File: src/rtl/alu_seq.sv
// alu_seq: handshaked WIDTH-bit ALU with registered result and flags, and an
// unsigned shift-add multiplier that takes WIDTH cycles.
// Only one operation is in flight at a time.
//
// Ports:
//   clk, rst            clock, async active-high reset
//   in_valid/in_ready   operation handshake (opcode, a, b captured at accept)
//   out_valid/out_ready result handshake (y, zero, carry, ovf)
//
// Operations: 0 ADD, 1 SUB, 2 AND, 3 OR, 4 XOR, 5 SHL, 6 SHR, 7 MUL (unsigned).
// Latency from the accept edge to out_valid: 1 edge for ops 0-6, WIDTH+1
// edges for MUL.
module alu_seq #(
  parameter int WIDTH = 8
) (
  input  logic             clk,
  input  logic             rst,
  input  logic             in_valid,
  output logic             in_ready,
  input  logic [2:0]       opcode,
  input  logic [WIDTH-1:0] a,
  input  logic [WIDTH-1:0] b,
  output logic             out_valid,
  input  logic             out_ready,
  output logic [WIDTH-1:0] y,
  output logic             zero,
  output logic             carry,
  output logic             ovf
);
  localparam int CW = $clog2(WIDTH + 1);

  typedef enum logic [1:0] {S_IDLE, S_EXEC, S_MUL, S_HOLD} state_t;

  state_t               state_q, state_d;
  logic [2:0]           op_q, op_d;
  logic [WIDTH-1:0]     opa_q, opa_d, opb_q, opb_d;
  logic [2*WIDTH-1:0]   mcand_q, mcand_d, acc_q, acc_d;
  logic [WIDTH-1:0]     mplier_q, mplier_d;
  logic [CW-1:0]        cnt_q, cnt_d;
  logic [WIDTH-1:0]     y_q, y_d;
  logic                 zero_q, zero_d, carry_q, carry_d, ovf_q, ovf_d;

  logic [WIDTH:0]       sum, dif;
  logic [WIDTH-1:0]     res;
  logic                 res_c, res_v;

  // State register
  always_ff @(posedge clk or posedge rst) begin
    if (rst) state_q <= S_IDLE;
    else     state_q <= state_d;
  end

  // Next-state logic
  always_comb begin
    state_d = state_q;
    case (state_q)
      S_IDLE: if (in_valid) state_d = (opcode == 3'd7) ? S_MUL : S_EXEC;
      S_EXEC: state_d = S_HOLD;
      S_MUL:  if (cnt_q == '0) state_d = S_HOLD;
      S_HOLD: if (out_ready) state_d = S_IDLE;
      default: state_d = S_IDLE;
    endcase
  end

  // Handshake outputs decode from state only
  always_comb begin
    in_ready  = (state_q == S_IDLE);
    out_valid = (state_q == S_HOLD);
  end

  // ALU result from the captured operands
  always_comb begin
    sum   = {1'b0, opa_q} + {1'b0, opb_q};
    dif   = {1'b0, opa_q} - {1'b0, opb_q};
    res   = '0;
    res_c = 1'b0;
    res_v = 1'b0;
    case (op_q)
      3'd0: begin
        res   = sum[WIDTH-1:0];
        res_c = sum[WIDTH];
        res_v = (opa_q[WIDTH-1] == opb_q[WIDTH-1]) && (sum[WIDTH-1] != opa_q[WIDTH-1]);
      end
      3'd1: begin
        res   = dif[WIDTH-1:0];
        res_c = dif[WIDTH];  // borrow out of the zero-extended subtract
        res_v = (opa_q[WIDTH-1] != opb_q[WIDTH-1]) && (dif[WIDTH-1] != opa_q[WIDTH-1]);
      end
      3'd2: res = opa_q & opb_q;
      3'd3: res = opa_q | opb_q;
      3'd4: res = opa_q ^ opb_q;
      3'd5: begin
        res   = {opa_q[WIDTH-2:0], 1'b0};
        res_c = opa_q[WIDTH-1];
      end
      3'd6: begin
        res   = {1'b0, opa_q[WIDTH-1:1]};
        res_c = opa_q[0];
      end
      default: ;
    endcase
  end

  // Datapath next-state
  always_comb begin
    op_d     = op_q;
    opa_d    = opa_q;
    opb_d    = opb_q;
    mcand_d  = mcand_q;
    mplier_d = mplier_q;
    acc_d    = acc_q;
    cnt_d    = cnt_q;
    y_d      = y_q;
    zero_d   = zero_q;
    carry_d  = carry_q;
    ovf_d    = ovf_q;
    case (state_q)
      S_IDLE: if (in_valid) begin
        op_d     = opcode;
        opa_d    = a;
        opb_d    = b;
        mcand_d  = {{WIDTH{1'b0}}, a};
        mplier_d = b;
        acc_d    = '0;
        cnt_d    = (opcode == 3'd7) ? CW'(WIDTH) : '0;
      end
      S_EXEC: begin
        y_d     = res;
        zero_d  = (res == '0);
        carry_d = res_c;
        ovf_d   = res_v;
      end
      S_MUL: begin
        if (cnt_q != '0) begin
          if (mplier_q[0]) acc_d = acc_q + mcand_q;
          mcand_d  = mcand_q << 1;
          mplier_d = mplier_q >> 1;
          cnt_d    = cnt_q - CW'(1);
        end else begin
          // All WIDTH partial products accumulated: publish the low half
          y_d     = acc_q[WIDTH-1:0];
          zero_d  = (acc_q[WIDTH-1:0] == '0);
          carry_d = 1'b0;
          ovf_d   = (acc_q[2*WIDTH-1:WIDTH] != '0);
        end
      end
      default: ;
    endcase
  end

  always_ff @(posedge clk or posedge rst) begin
    if (rst) begin
      op_q     <= '0;
      opa_q    <= '0;
      opb_q    <= '0;
      mcand_q  <= '0;
      mplier_q <= '0;
      acc_q    <= '0;
      cnt_q    <= '0;
      y_q      <= '0;
      zero_q   <= 1'b0;
      carry_q  <= 1'b0;
      ovf_q    <= 1'b0;
    end else begin
      op_q     <= op_d;
      opa_q    <= opa_d;
      opb_q    <= opb_d;
      mcand_q  <= mcand_d;
      mplier_q <= mplier_d;
      acc_q    <= acc_d;
      cnt_q    <= cnt_d;
      y_q      <= y_d;
      zero_q   <= zero_d;
      carry_q  <= carry_d;
      ovf_q    <= ovf_d;
    end
  end

  assign y     = y_q;
  assign zero  = zero_q;
  assign carry = carry_q;
  assign ovf   = ovf_q;

endmodule

File: config.mk
export PLATFORM = sky130hd
export DESIGN_NAME = alu_seq
export DESIGN_NICKNAME = d
export VERILOG_FILES = /design/src/rtl/alu_seq.sv
export SDC_FILE = /design/constraint.sdc
export NUM_CORES = 1
export LEC_CHECK = 0
export ABC_AREA = 1
export BUFFER_PORTS_ARGS = -buffer_cell sky130_fd_sc_hd__buf_2
export CAP_MARGIN = 15
export CORE_ASPECT_RATIO = 1.1
export CORE_MARGIN = 2
export CORE_UTILIZATION = 55
export DETAILED_ROUTE_END_ITERATION = 7
export PLACE_DENSITY = 0.74
export SLEW_MARGIN = 20
export SYNTH_ARGS = -nofsm -noshare
export SYNTH_HDL_FRONTEND = slang
export SYNTH_SLANG_ARGS = --single-unit
File: constraint.sdc
create_clock -name clk -period 2.6 [get_ports clk]
set_input_delay 0.13 -clock clk [delete_from_list [all_inputs] [get_ports clk]]
set_output_delay 0.13 -clock clk [all_outputs]
set_load 0.02 [all_outputs]
# --- Word-level counts from Yosys, hierarchy flattened ---
# Index checks and enable logic that the tools add are counted.
word_totals:
  register_bits: 76
  output_inout_bits: 13
  inputBits: 23
  elab_cells: 85
op_classes:
  bitwise_logic: 3
  eq_ne: 20
  muxes: 30
  n_reduce_logical: 16
  addsub: 4
op_table:
  columns: ["op", "count"]
  rows:
  - ["2-to-1 mux 16 bit", 5]
  - ["one-hot mux 16 bit (2 select lines)", 2]
  - ["one-hot mux 8 bit (7 select lines)", 1]
  - ["one-hot mux 8 bit (2 select lines)", 2]
  - ["2-to-1 mux 8 bit", 3]
  - ["adder 16 bit", 1]
  - ["logical NOT 8 bit", 2]
  - ["== test 3 bit (second input constant)", 4]
  - ["2-to-1 mux 4 bit", 3]
  - ["inequality test 2 bit (second input constant)", 5]
  - ["adder 8 x 8 -> 9 bit", 1]
  - ["subtractor 8 x 8 -> 9 bit", 1]
  - ["AND 8 bit", 1]
  - ["2-to-1 mux 2 bit", 4]
  - ["bitwise OR 8 bit", 1]
  - ["one-hot mux 1 bit (2 select lines)", 4]
  - ["one-hot mux 2 bit (4 select lines)", 1]
  - ["one-hot mux 4 bit (2 select lines)", 1]
  - ["nonzero test 8 bit", 1]
  - ["XOR 8 bit", 1]
  - ["== test 3 x 2 -> 1 bit (second input constant)", 2]
  - ["AND reduction 3 bit", 2]
  - ["== test 2 bit (second input constant)", 2]
  - ["logical NOT 4 bit", 1]
  - ["15 further kinds", 22]

# --- Longest topological paths before layout ---
depth:
  depth_word: 5
  depth_mapped: 14
  depth_no_buf: 13

# --- Worst setup path after synthesis ---
# No wires, ideal clock.
synth_timing:
  kind: "reg2reg"
  from: "reg opa_q[0]"
  to: "reg zero_q (netlist: zero)"
  t_arrival_ns: 1.911
  t_required_ns: 2.523
  n_path_buf: 0
  slack_ns: 0.612
  setup_time_ns: 0.077
  stages_incl_launch_ff: 11
  period_less_slack_ns: 1.988
  cell_sequence: "dfrtp_1 > ha_1 > fa_1 > or2_2 > nand3_1 > nand3_1 > nor2_1 > nand3_1 > nor3_2 > nand3_1 > a21oi_1"
synth_via:
  elab_chain_len: 4
  elab_cells_between_ends: 8
synth_rtl:
  columns: ["element", "line_no", "source"]
  rows:
  - ["from (decl)", "36", "logic [WIDTH-1:0] opa_q, opa_d, opb_q, opb_d;"]
  - ["from (signal assigned)", "166", "opa_q <= opa_d;"]
  - ["subtractor 8 x 8 -> 9 bit, or another cell as far along", "74", "dif = {1'b0, opa_q} - {1'b0, opb_q};"]
  - ["one-hot mux 8 bit (7 select lines) (*)", "78", "case (op_q)"]
  - ["logical NOT 8 bit (*)", "129", "zero_d = (res == '0);"]
  - ["one-hot mux 1 bit (2 select lines) (*)", "117", "case (state_q)"]
  - ["to (signal assigned)", "173", "zero_q <= zero_d;"]
  - ["to (decl)", "41", "logic zero_q, zero_d, carry_q, carry_d, ovf_q, ovf_d;"]
# Mark *: on every way between the ends. The rest lies on a longest branch, timed or not.
# A chain may end at the register's enable or synchronous reset.

# --- Final worst setup path ---
# Same ends and word-level chain as after synthesis.

==> run metrics <==
final wirelength=13790 microns; final setup fails=0; Core Box Area=0.009444 sq mm; endpoints failing hold=0; crit path launch=opa_q[0]; Ys Warns=0; synthesis-to-finish area growth=9.489%; die area=0.01056 sq mm; Crit path arrival time=2.52 ns; IO buf count=35; 1st-pass router iterations=7; Initial Util=56.82%; Post-CTS Resized=0; setup TNS=0 ns; Int Power=3.849 mW; Global Route Usage Sum=27.23%; most common cell after layout, fill and taps aside=nand2_1; most frequent cells in the layout=nand2_1 (180), inv_1 (91), dfrtp_1 (76); routed length per placed instance=15.51 microns; dpl hpwl=10630 microns; Synth Net Count=802; initial antenna violation count=0; IO Count=36; RSZ-0062 raised after global routing=no; clock latency on the worst-skew pair=0.35 ns; Tcrit/Tclk final=86.37%; CP max FO=4; Cells after Synth=732; Mapped Avg Cell Area=7.331 sq um; # rows=37; P_sw=4.156 mW; FF+latch count, synth=76; CTS tree=built; CP endpoint kind=flop; crit path kind=reg2reg; # Max-Cap Violations=0; GR Overflow Total=0; critical path data required time=2.88 ns; antenna-violating nets left=0; initial DRC count=330; nets@finish=837; Synth async-reset ratio=100.0%; hold crit path type=in2reg; GPL Wtd Cong=0.9745; EDFF count, synth=0; clock sink count=76; drt drc=0; slew of the pin with the lowest slew margin=0.7483 ns; largest net degree at the start of global routing=50; ant diodes=0; CTS Buf Count=9; Final Max Slew Viols=0; H-tree Lvls=3; Peak VDD IR=0.7161 mV; sequential fraction of the synthesis area=35.44%; vias after detailed routing=5034; Worst setup SP type=flop; number of global-route vias before repair=4866; Clk pwr share=12.4%; post-synth design cell area=0.005366 sq mm; maximum operating frequency=445.3 MHz; dominant synthesized flop cell=dfrtp_1; fin crit period=2.246 ns; skew final=0.007128 ns; fraction of layout cells with a size suffix above 1=11.66%; vias per inst=5.663; root buf cell=clkbuf_8; Comb pwr share=60.8%; chip height=107.6 microns; Seq pwr share=26.8%; P_leak=3.072 nW; slew margin rel.=50.11%; HP Start=a[0]; post-CTS setup buffer count=0; status=finished, final reports clean; clock slew at reported path FFs=0.08 ns; Sw Share=51.92%; reg2reg start=opa_q[0]; first-pass GRT wire length=22960 microns; Yosys cell types=43; PwrDens=1362 mW/mm^2; CTS Buffer Depth=2; Die Width=98.18 microns; Final Core Density=62.22%
## metal layers
metal / share of wire, % / GRT usage [%] / vias to the layer above / wire, microns
met5: 0 / 0 / - / 0
met1: 43 / 34.71 / 2372 / 5951
li1: - / - / 2483 / -
met4: 2.7 / 10.47 / 0 / 369
met3: 5.6 / 5.455 / 31 / 768
met2: 49 / 45.94 / 148 / 6701
## cells in the mapped netlist, types with 8 or more instances
library cell,n,share of area (%)
a21oi_1,32,3.0
buf_2,8,0.75
dfrtp_1,76,35
ha_1,44,10
inv_1,92,6.4
inv_2,13,0.91
nand2_1,180,13
nand3_1,61,5.7
nand4_1,14,1.6
nor2_1,40,2.8
o211ai_1,8,1.1
o21ai_0,59,5.5
o21ai_1,22,2.1
o22ai_1,14,1.6
xor2_1,8,1.3
## worst max-delay path: stages, from the launching register on
cell,delay (ns)
dfrtp_1,0.40
ha_1,0.25
fa_1,0.43
or2_2,0.31
nand3_1,0.08
nand3_1,0.07
nor2_1,0.19
nand3_1,0.12
nor3_2,0.12
nand3_1,0.08
a21oi_1,0.13
## per-stage QoR
step / power, mW / setup WS, ns / hold slack [ns] / instances / cell area [sq um]
after detailed placement: 6.958 / 0.4024 / 0.2435 / 872 / 5657
after CTS: 7.975 / 0.3704 / 0.008857 / 889 / 5876
final: 8.004 / 0.3544 / 0.02656 / 889 / 5876
after floorplan: 5.692 / 0.5317 / 0.2510 / 732 / 5366
after global routing: 8.737 / 0.1787 / 0.03387 / 889 / 5876
after global placement: 6.776 / 0.4343 / 0.2298 / 872 / 5657
## kinds of logic after synthesis
logic type,after synthesis,synth area share (%)
fa+ha+maj,47,11.38
buf+inv,127,9.489
xor+xnor,10,1.632
compound gates,149,15.53
flops,76,35.44
simple gates,323,26.53
## power by group through the flow
| stage | Combinational, mW | Sequential, mW | Clock (mW) |
|---|---|---|---|
| 6_report | 4.87 | 2.15 | 0.990 |
| 3_5_place_dp | 4.80 | 2.16 | 0 |
| 4_1_cts | 4.83 | 2.14 | 1.00 |
| 2_1_floorplan | 3.63 | 2.07 | 0 |
| 5_1_grt | 5.49 | 2.20 | 1.04 |
| 3_3_place_gp | 4.64 | 2.13 | 0 |
## cell type report
cell class | instances | area (sq um)
clock inverter | 4 | 73.82
timing repair buffer | 45 | 265.3
inverter | 106 | 397.9
clock buffer | 12 | 135.1
sequential | 76 | 1902
multi-input combinational | 529 | 2955
fill | 879 | 3568
tap | 117 | 146.4
## worst paths after layout
| check | cells past startpoint | to | slack, ns |
|---|---|---|---|
| min in group asynchronous | 3 | op_q[2] | 0.39 |
| min | 3 | opa_q[0] | 0.03 |
| max reg2reg | 10 | zero | 0.35 |
| max in group asynchronous | 4 | y[2] | 1.54 |
| min reg2reg | 2 | y[6] | 0.48 |
| max | 10 | zero | 0.35 |
## flip-flops by register name (all words and copies together) (netlist names)
| register | flops |
|---|---|
| mplier_q | 8 |
| opa_q | 8 |
| carry | 1 |
| opb_q | 8 |
| y | 8 |
| acc_q | 16 |
| state_q | 2 |
| zero | 1 |
| ovf | 1 |
| cnt_q | 4 |
| op_q | 3 |
| mcand_q | 16 |
## what timing repair did
item	in CTS	in global routing
endpoints found under the hold margin	27	0
endpoints found under the setup margin	0	0
hold buffers	1	0
No activity file was read; power rests on OpenSTA's default activity.
